--- config.mk ---
export PLATFORM = sky130hd
export DESIGN_NAME = regwrite_arbiter
export DESIGN_NICKNAME = d
export VERILOG_FILES = /design/src/rtl/cpu_pkg.sv /design/src/rtl/rr_arbiter.sv /design/src/rtl/regwrite_arbiter.sv
export SDC_FILE = /design/constraint.sdc
export NUM_CORES = 1
export LEC_CHECK = 0
export BUFFER_PORTS_ARGS = -buffer_cell sky130_fd_sc_hd__buf_2
export CORE_ASPECT_RATIO = 2
export CORE_MARGIN = 8
export CORE_UTILIZATION = 51
export DETAILED_ROUTE_END_ITERATION = 12
export PLACE_DENSITY_LB_ADDON = 0.12
export SLEW_MARGIN = 20
export SYNTH_ARGS = -nofsm -noshare
export SYNTH_HDL_FRONTEND = slang
export SYNTH_SLANG_ARGS = --single-unit
--- constraint.sdc ---
create_clock -name clk -period 4.8 [get_ports clk]
set_input_delay 0.72 -clock clk [delete_from_list [all_inputs] [get_ports clk]]
set_output_delay 0.72 -clock clk [all_outputs]
set_load 0.05 [all_outputs]
--- src/rtl/cpu_pkg.sv ---
// Shared CPU definitions: requester indices, datapath widths, the R0 reset value and the writeback request payload.
package cpu_pkg;

  localparam int unsigned NREQ  = 3;
  localparam int unsigned DW    = 16;
  localparam int unsigned AW    = 4;
  localparam int unsigned NREGS = 1 << AW;

  localparam int unsigned REQ_ALU    = 0;
  localparam int unsigned REQ_MEM    = 1;
  localparam int unsigned REQ_MULDIV = 2;

  localparam logic [AW-1:0] R0_IDX   = AW'(0);
  localparam logic [DW-1:0] R0_RESET = 16'h0000;

  typedef struct packed {
    logic [AW-1:0] dest;
    logic [DW-1:0] data;
    logic          r0_en;
    logic [DW-1:0] r0_data;
  } wb_req_t;

  function automatic logic [NREGS-1:0] reg_onehot(input logic [AW-1:0] idx);
    return NREGS'(1) << idx;
  endfunction

endpackage

--- src/rtl/rr_arbiter.sv ---
// Generic N-way round-robin arbiter: one-hot grant searched from ptr upward,
// ptr moves past the winner whenever the grant is taken.
module rr_arbiter #(
  parameter int unsigned N = 3
) (
  input  logic         clk,
  input  logic         reset,
  input  logic [N-1:0] req,
  input  logic         advance,
  output logic [N-1:0] grant
);

  localparam int unsigned PW = (N > 1) ? $clog2(N) : 1;

  logic [PW-1:0] ptr_q;
  logic [PW-1:0] ptr_d;
  logic [PW-1:0] win_idx;
  logic          found;
  logic [PW-1:0] idx_v;
  int unsigned   sum_v;

  always_comb begin
    grant   = '0;
    win_idx = ptr_q;
    found   = 1'b0;
    idx_v   = '0;
    sum_v   = 0;
    for (int unsigned k = 0; k < N; k++) begin
      sum_v = 32'(ptr_q) + k;
      if (sum_v >= N) sum_v = sum_v - N;
      idx_v = PW'(sum_v);
      if (!found && req[idx_v]) begin
        grant[idx_v] = 1'b1;
        win_idx      = idx_v;
        found        = 1'b1;
      end
    end
  end

  // Pointer lands just after the winner so it has lowest priority next time.
  always_comb begin
    ptr_d = ptr_q;
    if (advance && found) begin
      if (win_idx == PW'(N - 1)) ptr_d = '0;
      else                       ptr_d = win_idx + PW'(1);
    end
  end

  always_ff @(posedge clk or posedge reset) begin
    if (reset) ptr_q <= '0;
    else       ptr_q <= ptr_d;
  end

endmodule

--- src/rtl/regwrite_arbiter.sv ---
// Arbitrates ALU / MEM / MULDIV writebacks onto the register file's single write port
// and keeps an R0 shadow so every strobe carries the correct R0 value.
module regwrite_arbiter
  import cpu_pkg::*;
(
  input  logic                 clk,
  input  logic                 reset,
  input  logic [NREQ-1:0]      req_valid,
  output logic [NREQ-1:0]      req_ready,
  input  logic [NREQ*AW-1:0]   req_dest,
  input  logic [NREQ*DW-1:0]   req_data,
  input  logic [NREQ-1:0]      req_r0_en,
  input  logic [NREQ*DW-1:0]   req_r0_data,
  output logic                 rf_write,
  output logic [AW-1:0]        rf_dest,
  output logic [DW-1:0]        rf_data,
  output logic [DW-1:0]        rf_r0_data,
  output logic [NREGS-1:0]     pending_mask,
  output logic                 rf_rst_n
);

  wb_req_t         req_s [NREQ];
  wb_req_t         sel;
  logic [NREQ-1:0] arb_req;
  logic [NREQ-1:0] grant;
  logic            transfer;
  logic [DW-1:0]   r0_resolved;

  logic            rf_write_q, rf_write_d;
  logic [AW-1:0]   rf_dest_q, rf_dest_d;
  logic [DW-1:0]   rf_data_q, rf_data_d;
  logic [DW-1:0]   r0_shadow_q, r0_shadow_d;

  always_comb begin
    for (int unsigned i = 0; i < NREQ; i++) begin
      req_s[i].dest    = req_dest[i*AW +: AW];
      req_s[i].data    = req_data[i*DW +: DW];
      req_s[i].r0_en   = req_r0_en[i];
      req_s[i].r0_data = req_r0_data[i*DW +: DW];
    end
  end

  // Nothing is granted while reset is held, even though requesters stay valid.
  assign arb_req  = req_valid & {NREQ{~reset}};
  assign transfer = |grant;

  rr_arbiter #(.N(NREQ)) u_arb (
    .clk     (clk),
    .reset   (reset),
    .req     (arb_req),
    .advance (transfer),
    .grant   (grant)
  );

  assign req_ready = grant;

  always_comb begin
    sel = '0;
    for (int unsigned i = 0; i < NREQ; i++) begin
      if (grant[i]) sel = req_s[i];
    end
  end

  // R0 side-write beats the destination write; otherwise R0 is rewritten with itself.
  always_comb begin
    if (sel.r0_en)                r0_resolved = sel.r0_data;
    else if (sel.dest == R0_IDX)  r0_resolved = sel.data;
    else                          r0_resolved = r0_shadow_q;
  end

  always_comb begin
    rf_write_d  = transfer;
    rf_dest_d   = rf_dest_q;
    rf_data_d   = rf_data_q;
    r0_shadow_d = r0_shadow_q;
    if (transfer) begin
      rf_dest_d   = sel.dest;
      rf_data_d   = sel.data;
      r0_shadow_d = r0_resolved;
    end
  end

  always_ff @(posedge clk or posedge reset) begin
    if (reset) begin
      rf_write_q  <= 1'b0;
      rf_dest_q   <= '0;
      rf_data_q   <= '0;
      r0_shadow_q <= R0_RESET;
    end else begin
      rf_write_q  <= rf_write_d;
      rf_dest_q   <= rf_dest_d;
      rf_data_q   <= rf_data_d;
      r0_shadow_q <= r0_shadow_d;
    end
  end

  // The shadow only changes on an issued write, so it is also the held R0 output.
  assign rf_write   = rf_write_q;
  assign rf_dest    = rf_dest_q;
  assign rf_data    = rf_data_q;
  assign rf_r0_data = r0_shadow_q;
  assign rf_rst_n   = ~reset;

  always_comb begin
    pending_mask = '0;
    for (int unsigned i = 0; i < NREQ; i++) begin
      if (req_valid[i]) begin
        pending_mask = pending_mask | reg_onehot(req_s[i].dest);
        if (req_s[i].r0_en) pending_mask = pending_mask | reg_onehot(R0_IDX);
      end
    end
    if (rf_write_q) begin
      pending_mask = pending_mask | reg_onehot(rf_dest_q) | reg_onehot(R0_IDX);
    end
  end

endmodule

### Yosys cells after proc, flatten, opt, wreduce, memory -nomap -nowiden

Index checks and enable logic that the tools add are counted.

* flip-flop bits (word level): 39
* input port bits: 116

* $add $sub $neg: 6
* magnitude comparators: 9
* equal/unequal tests: 1
* shifts and indexed selects: 4
* multiplexer cells: 37
* bitwise gates (word level): 7
* reduce and logical (&&, ||, !) cells: 12

Operators by type and width (count)
* $mux W37: 3
* $mux W16: 6
* $shl A1 B4 Y16 const A: 4
* $or A16 B16 Y16: 3
* $mux W2: 7
* $mux W1: 12
* $lt A2 B3 Y1 const B: 3
* $mux W3: 3
* $bmux W1 S2: 3
* $demux W1 S2: 3
* $ge A2 B1 Y1 const B: 3
* $ge A3 B2 Y1 const B: 2
* $logic_and A1 B1 Y1: 6
* $or A3 B3 Y3: 2
* $sub A2 B2 Y2 const B: 3
* $logic_not A4 Y1: 1
* $add A2 B1 Y3 const B: 1
* $add A2 B2 Y3 const B: 1
* $and A3 B3 Y3: 1
* $reduce_or A3 Y1: 1
* $add A2 B1 Y2 const B: 1
* $eq A2 B2 Y1 const B: 1
* $ge A2 B2 Y1 const B: 1
* $logic_not A1 Y1: 2
* 3 further kinds: 3

### Logic depth before layout (Yosys ltp)

* depth after elaboration: 17
* gate-level depth with buffers: 13

### By module

Synthesis repeated with hierarchy kept, for this count alone.

* cell total of the unflattened synthesis: 416
* area, all modules: 3518.4 µm²

By module, submodules not included
* regwrite_arbiter: times used 1, cells each 362, area each 3079.2 µm², sequential area each 925.9 µm²
* rr_arbiter: times used 1, cells each 54, area each 439.2 µm², sequential area each 50.0 µm²

### Worst setup path after synthesis

No wires, ideal clock.

* path type: input-to-reg
* from: input port reset
* to: register u_arb.ptr_q[0]
* setup time: 0.121 ns
* data arrival time: 4.029 ns
* path slack: 0.650 ns
* stages: 8
* cells stage by stage: buf_2 inv_1 o21ai_0 clkbuf_1 nor2_1 nor3_1 clkbuf_1 a22o_1

* longest elaborated chain between the ends: 13
* elaborated cells on any way between the ends: 28
* classes of those cells: add/sub: 1; eq/ne: 1; mux: 16; bitwise: 4; reduce/logical: 6

Ends and longest elaborated chain
* start: declaration: line regwrite_arbiter.sv:7 `input logic reset,`
* $not A1 Y1 *
* net rf_rst_n: line regwrite_arbiter.sv:19 `output logic rf_rst_n`
* $and A3 B3 Y3 *: line regwrite_arbiter.sv:44 `assign arb_req = req_valid & {NREQ{~reset}};`
* $bmux W1 S2: line rr_arbiter.sv:32 `if (!found && req[idx_v]) begin`
* $mux W1 (implied by the code): line rr_arbiter.sv:32
* $mux W1: line rr_arbiter.sv:32
* $logic_not A1 Y1: line rr_arbiter.sv:32
* $logic_and A1 B1 Y1: line rr_arbiter.sv:32
* $mux W1: line rr_arbiter.sv:32
* $logic_not A1 Y1: line rr_arbiter.sv:32
* $logic_and A1 B1 Y1: line rr_arbiter.sv:32
* $mux W3 *: line rr_arbiter.sv:32
* net req_ready[1]: line regwrite_arbiter.sv:9 `output logic [NREQ-1:0] req_ready,`
* $reduce_or A3 Y1 *: line regwrite_arbiter.sv:45 `assign transfer = |grant;`
* $logic_and A1 B1 Y1 *: line rr_arbiter.sv:43 `if (advance && found) begin`
* end signal: assignment: line rr_arbiter.sv:51 `else ptr_q <= ptr_d;`
* end: declaration: line rr_arbiter.sv:15 `logic [PW-1:0] ptr_q;`

Mark *: on every way through the listed nets, which the timed path passes. The rest lies on a longest branch. The select of a mux whose other input is x is not followed.
A chain may end at the register's enable or synchronous reset.

### Final worst setup path

* from: register u_arb.ptr_q[0]
* to: output port req_ready[1]

* longest elaborated chain between the ends: 11
* elaborated cells on any way between the ends: 43
* classes of those cells: add/sub: 5; order compare: 9; mux: 20; bitwise: 2; reduce/logical: 7

Ends and longest elaborated chain
* $add A2 B1 Y3, or another cell as far along: line rr_arbiter.sv:29 `sum_v = 32'(ptr_q) + k;`
* $ge A3 B2 Y1, or another cell as far along: line rr_arbiter.sv:30 `if (sum_v >= N) sum_v = sum_v - N;`
* $mux W2, or another cell as far along: line rr_arbiter.sv:30
* $lt A2 B3 Y1 (implied by the code), or another cell as far along: line rr_arbiter.sv:33 `grant[idx_v] = 1'b1;`
* $logic_and A1 B1 Y1 (implied by the code), or another cell as far along: line rr_arbiter.sv:33
* $mux W1 (implied by the code), or another cell as far along: line rr_arbiter.sv:33
* $demux W1 S2, or another cell as far along
* $or A3 B3 Y3 (no source line) or $mux W1 (tied branches)
* $mux W3 or $logic_not A1 Y1 (tied branches): line rr_arbiter.sv:32
* $or A3 B3 Y3 (no source line) or $logic_and A1 B1 Y1 (tied branches)
* $mux W3 *: line rr_arbiter.sv:32
* end: declaration: line regwrite_arbiter.sv:9

Every way passes the cells marked *; elsewhere a longest branch is shown, timed or not. The select of a mux whose other input is x is not followed.

==> results.md <==
- Status: finished clean
- Synth Area in XOR/XNOR: 0%
- CTS buffer count: 5
- Area growth syn-to-layout: 29.4%
- Yosys reg bits: 39
- RSZ-0062 raised after global routing: false
- Yosys top cell by area: dfrtp_1
- Initial antenna violation count: 1
- Worst-Margin Slew: 0.886 ns
- Fin crit period: 3.78 ns
- Post-Syn Instances: 422
- DRC viols: 0
- Share of layout cells above drive strength 1: 42.4%
- # IOs: 173
- Worst Path Max Fanout: 24
- Leakage: 2.20 nW
- Post-CTS sizing: 0
- Routed len/inst: 24.9 um
- Slew Viols, Final: 0
- Synth area leaders: dfrtp_1 (27%), o221ai_1 (11%), mux2_2 (7.1%)
- Mapped Area: 3650 um^2
- Site Rows: 43
- Clock Skews: 0.00567 ns
- Grt total ovfl: 0
- Post-CTS Setup Bufs: 0
- Max Cap Violations: 0
- Net Sw Power: 2.22 mW
- Syn_nets: 542
- Die Span X: 75.8 um
- Final WL: 16.4 mm
- CP arrival: 3.06 ns
- H-Tree Depth: 2
- Post-detailed-route count of antenna-violating nets: 0
- Via total after detailed routing: 4674
- Drt initial violations: 375
- Layout net count: 689
- Core area: 6940 um^2
- Clk network pwr share: 9.2%
- CTS tree: built
- GRT Resource Usage Total: 31.5%
- Total die area: 10300 um^2
- Post-Synth Simple-Gate Area: 19.7%
- Relative slew slack: 40.8%
- Vias per inst: 7.08
- Switching share of total power: 55.0%
- Combinational family with the most area after synthesis: compound AO/OA/AOI/OAI gates
- Logic pwr share: 74.9%
- RD Place Congestion: 1.01
- Hold_ws: 0.478 ns
- Int Pwr: 1.82 mW
- Seq pwr share: 15.8%
- Yosys Warn Count: 0
- Largest net degree at the start of global routing: 42
- Post-synth EDFFs: 0
- CTS root buf: clkbuf_16
- Fin. Hold Viols: 0
- Area share of the largest cell type after synthesis: 26.7%
- Vias in the first global route: 4677
- Yosys cell types: 54
- Crit path kind: reg2out
- Worst-case vdd ir drop: 0.556 mV
- Multiplexer share of the synthesized area: 12.3%
- Worst Setup End Kind: primary output
- # hold bufs at CTS: 0
- CTS clk-pin slew, worst paths: 0.06 ns
- Setup-failing EPs final: 0
- Die height: 136 um
- Sink Count: 39
- Clk Latency, worst-skew pair: 0.28 ns
- First-pass DRT Iterations: 7
- F_max: 0.265 GHz
- Final HPWL DP: 12.2 mm
- FFs w/ async S/R, synth: 100%
- Sum Neg Setup Slack: 0 ns
- Adder-Cell Fraction of Synth Area: 1.37%
- Fillers: 624
- Complex-gate fraction of the synthesized area: 33.3%
- P per Cell Area: 856 nW/um^2
- Required @ worst endpoint: 4.08 ns
- Tightest Hold Check Type: reg2reg
- Top sig layer: met4
- CTS max path bufs: 2
- Critical path startpoint category: flip-flop
- Top_reg_cell synth: dfrtp_1
- Routed length on met2: 8.51 mm
- Initial Util: 52.6%
- Sequential element share of the synthesized area: 26.7%
- Fin crit share: 78.6%
- I/O Buffers: 172
- DR WL met3: 1.46 mm
- Synthesized area per cell: 8.65 um^2
- M1 wire length: 5.43 mm
- First-pass GRT wire length: 24.9 mm
-- final cells by class --
class | count | area (um^2) | share of cell area, %
Sequential cell | 39 | 976 | 20.7
Clock buffer | 6 | 129 | 2.73
Timing Repair Buffer | 185 | 958 | 20.3
Multi-Input combinational cell | 328 | 2480 | 52.4
Tap cell | 90 | 113 | 2.38
Clock inverter | 1 | 30.0 | 0.636
Inverter | 10 | 37.5 | 0.795
Antenna cell | 1 | 2.50 | 0.0530
-- state kept, by name, summed over array words and instances (netlist names) --
name,cells
rf_write,1
rf_data,16
rf_r0_data,16
rf_dest,4
u_arb.ptr_q,2
-- layout by cell type, fill, tap and decap left out, types with 5 or more instances in the layout --
cell	n
buf_2	172
o221ai_1	46
nand3_1	39
dfrtp_1	39
nor3_1	38
a31oi_1	37
mux2_2	23
a21o_1	21
buf_4	13
mux2_4	10
inv_1	9
nand2_1	8
nand2b_1	7
nor2b_1	6
nor2_1	6
a21oi_1	6
a22oi_1	5
clkbuf_16	5
-- critical path: stages (launching register included) --
cell and delay (ns):
dfrtp_1 0.41, inv_1 0.10, ha_1 0.53, mux2i_1 0.24
o22a_1 0.22, o21a_1 0.50, buf_4 0.39, nor2_1 0.13
buf_2 0.25
-- per-stage QoR --
step | area [um^2] | total power, mW | std cells | utilization (%) | worst slack [ns]
finish | 4720 | 4.04 | 660 | 68.0 | 1.02
global route | 4720 | 4.23 | 660 | 68.0 | 0.856
CTS | 4720 | 4.01 | 659 | 68.0 | 1.09
detailed placement | 4560 | 3.61 | 652 | 65.7 | 1.18
global placement | 4560 | 3.55 | 652 | 65.7 | 1.26
floorplan | 3650 | 2.88 | 422 | - | 0.650
-- Yosys cell counts (all sizes together) (2+ instances only) --
cell,number
o311ai,2
nand2b,7
mux2,33
nand3,39
a31oi,38
o22ai,4
nor2b,6
nor3b,3
a21oi,6
ha,4
o32ai,4
dfrtp,39
nand3b,4
a22oi,5
nand2,8
or3,3
nand4bb,2
nor3,40
nor2,7
and3b,3
a31o,3
buf,20
o31ai,2
a32oi,4
o21ai,5
a221o,4
clkbuf,25
a21o,21
o221ai,46
and3,4
inv,10
mux2i,4
o21a,2
or2,3
-- metal layers --
| layer | vias to the layer above | track usage, % |
|---|---|---|
| met1 | 2217 | 33.5 |
| met2 | 373 | 54.5 |
| met5 | - | 0 |
| li1 | 1996 | - |
| met4 | 0 | 18.9 |
| met3 | 88 | 5.49 |
-- logic make-up (layout without fill, tap and decap cells) --
kind of cell / Yosys count / count (layout)
AOI/OAI and AO/OA: 155 / 155
adders and majority gates: 4 / 4
buffers and inverters: 55 / 202
DFF: 39 / 39
muxes: 37 / 37
other: 0 / 1
and+or+nand+nor: 132 / 132
-- power by group through the flow --
stage               Sequential [mW]  Combinational [mW]  Clock (mW)
floorplan                      1.09                1.79           0
global placement              0.631                2.92           0
detailed placement            0.629                2.98           0
CTS                           0.630                3.00       0.376
global route                  0.651                3.20       0.387
finish                        0.639                3.03       0.374
-- final timing paths --
check / start / to / slack [ns] / depth (start not counted)
max reg2reg: u_arb.ptr_q[1] / rf_r0_data[10] / 1.09 / 10
max in group asynchronous: reset / rf_r0_data[15] / 3.71 / 3
min in group asynchronous: reset / u_arb.ptr_q[1] / 0.70 / 3
max: u_arb.ptr_q[0] / req_ready[1] / 1.02 / 8
min: rf_data[10] / rf_data[10] / 0.48 / 1
min reg2reg: rf_data[10] / rf_data[10] / 0.48 / 1
Power figures use the tool's default switching activity.
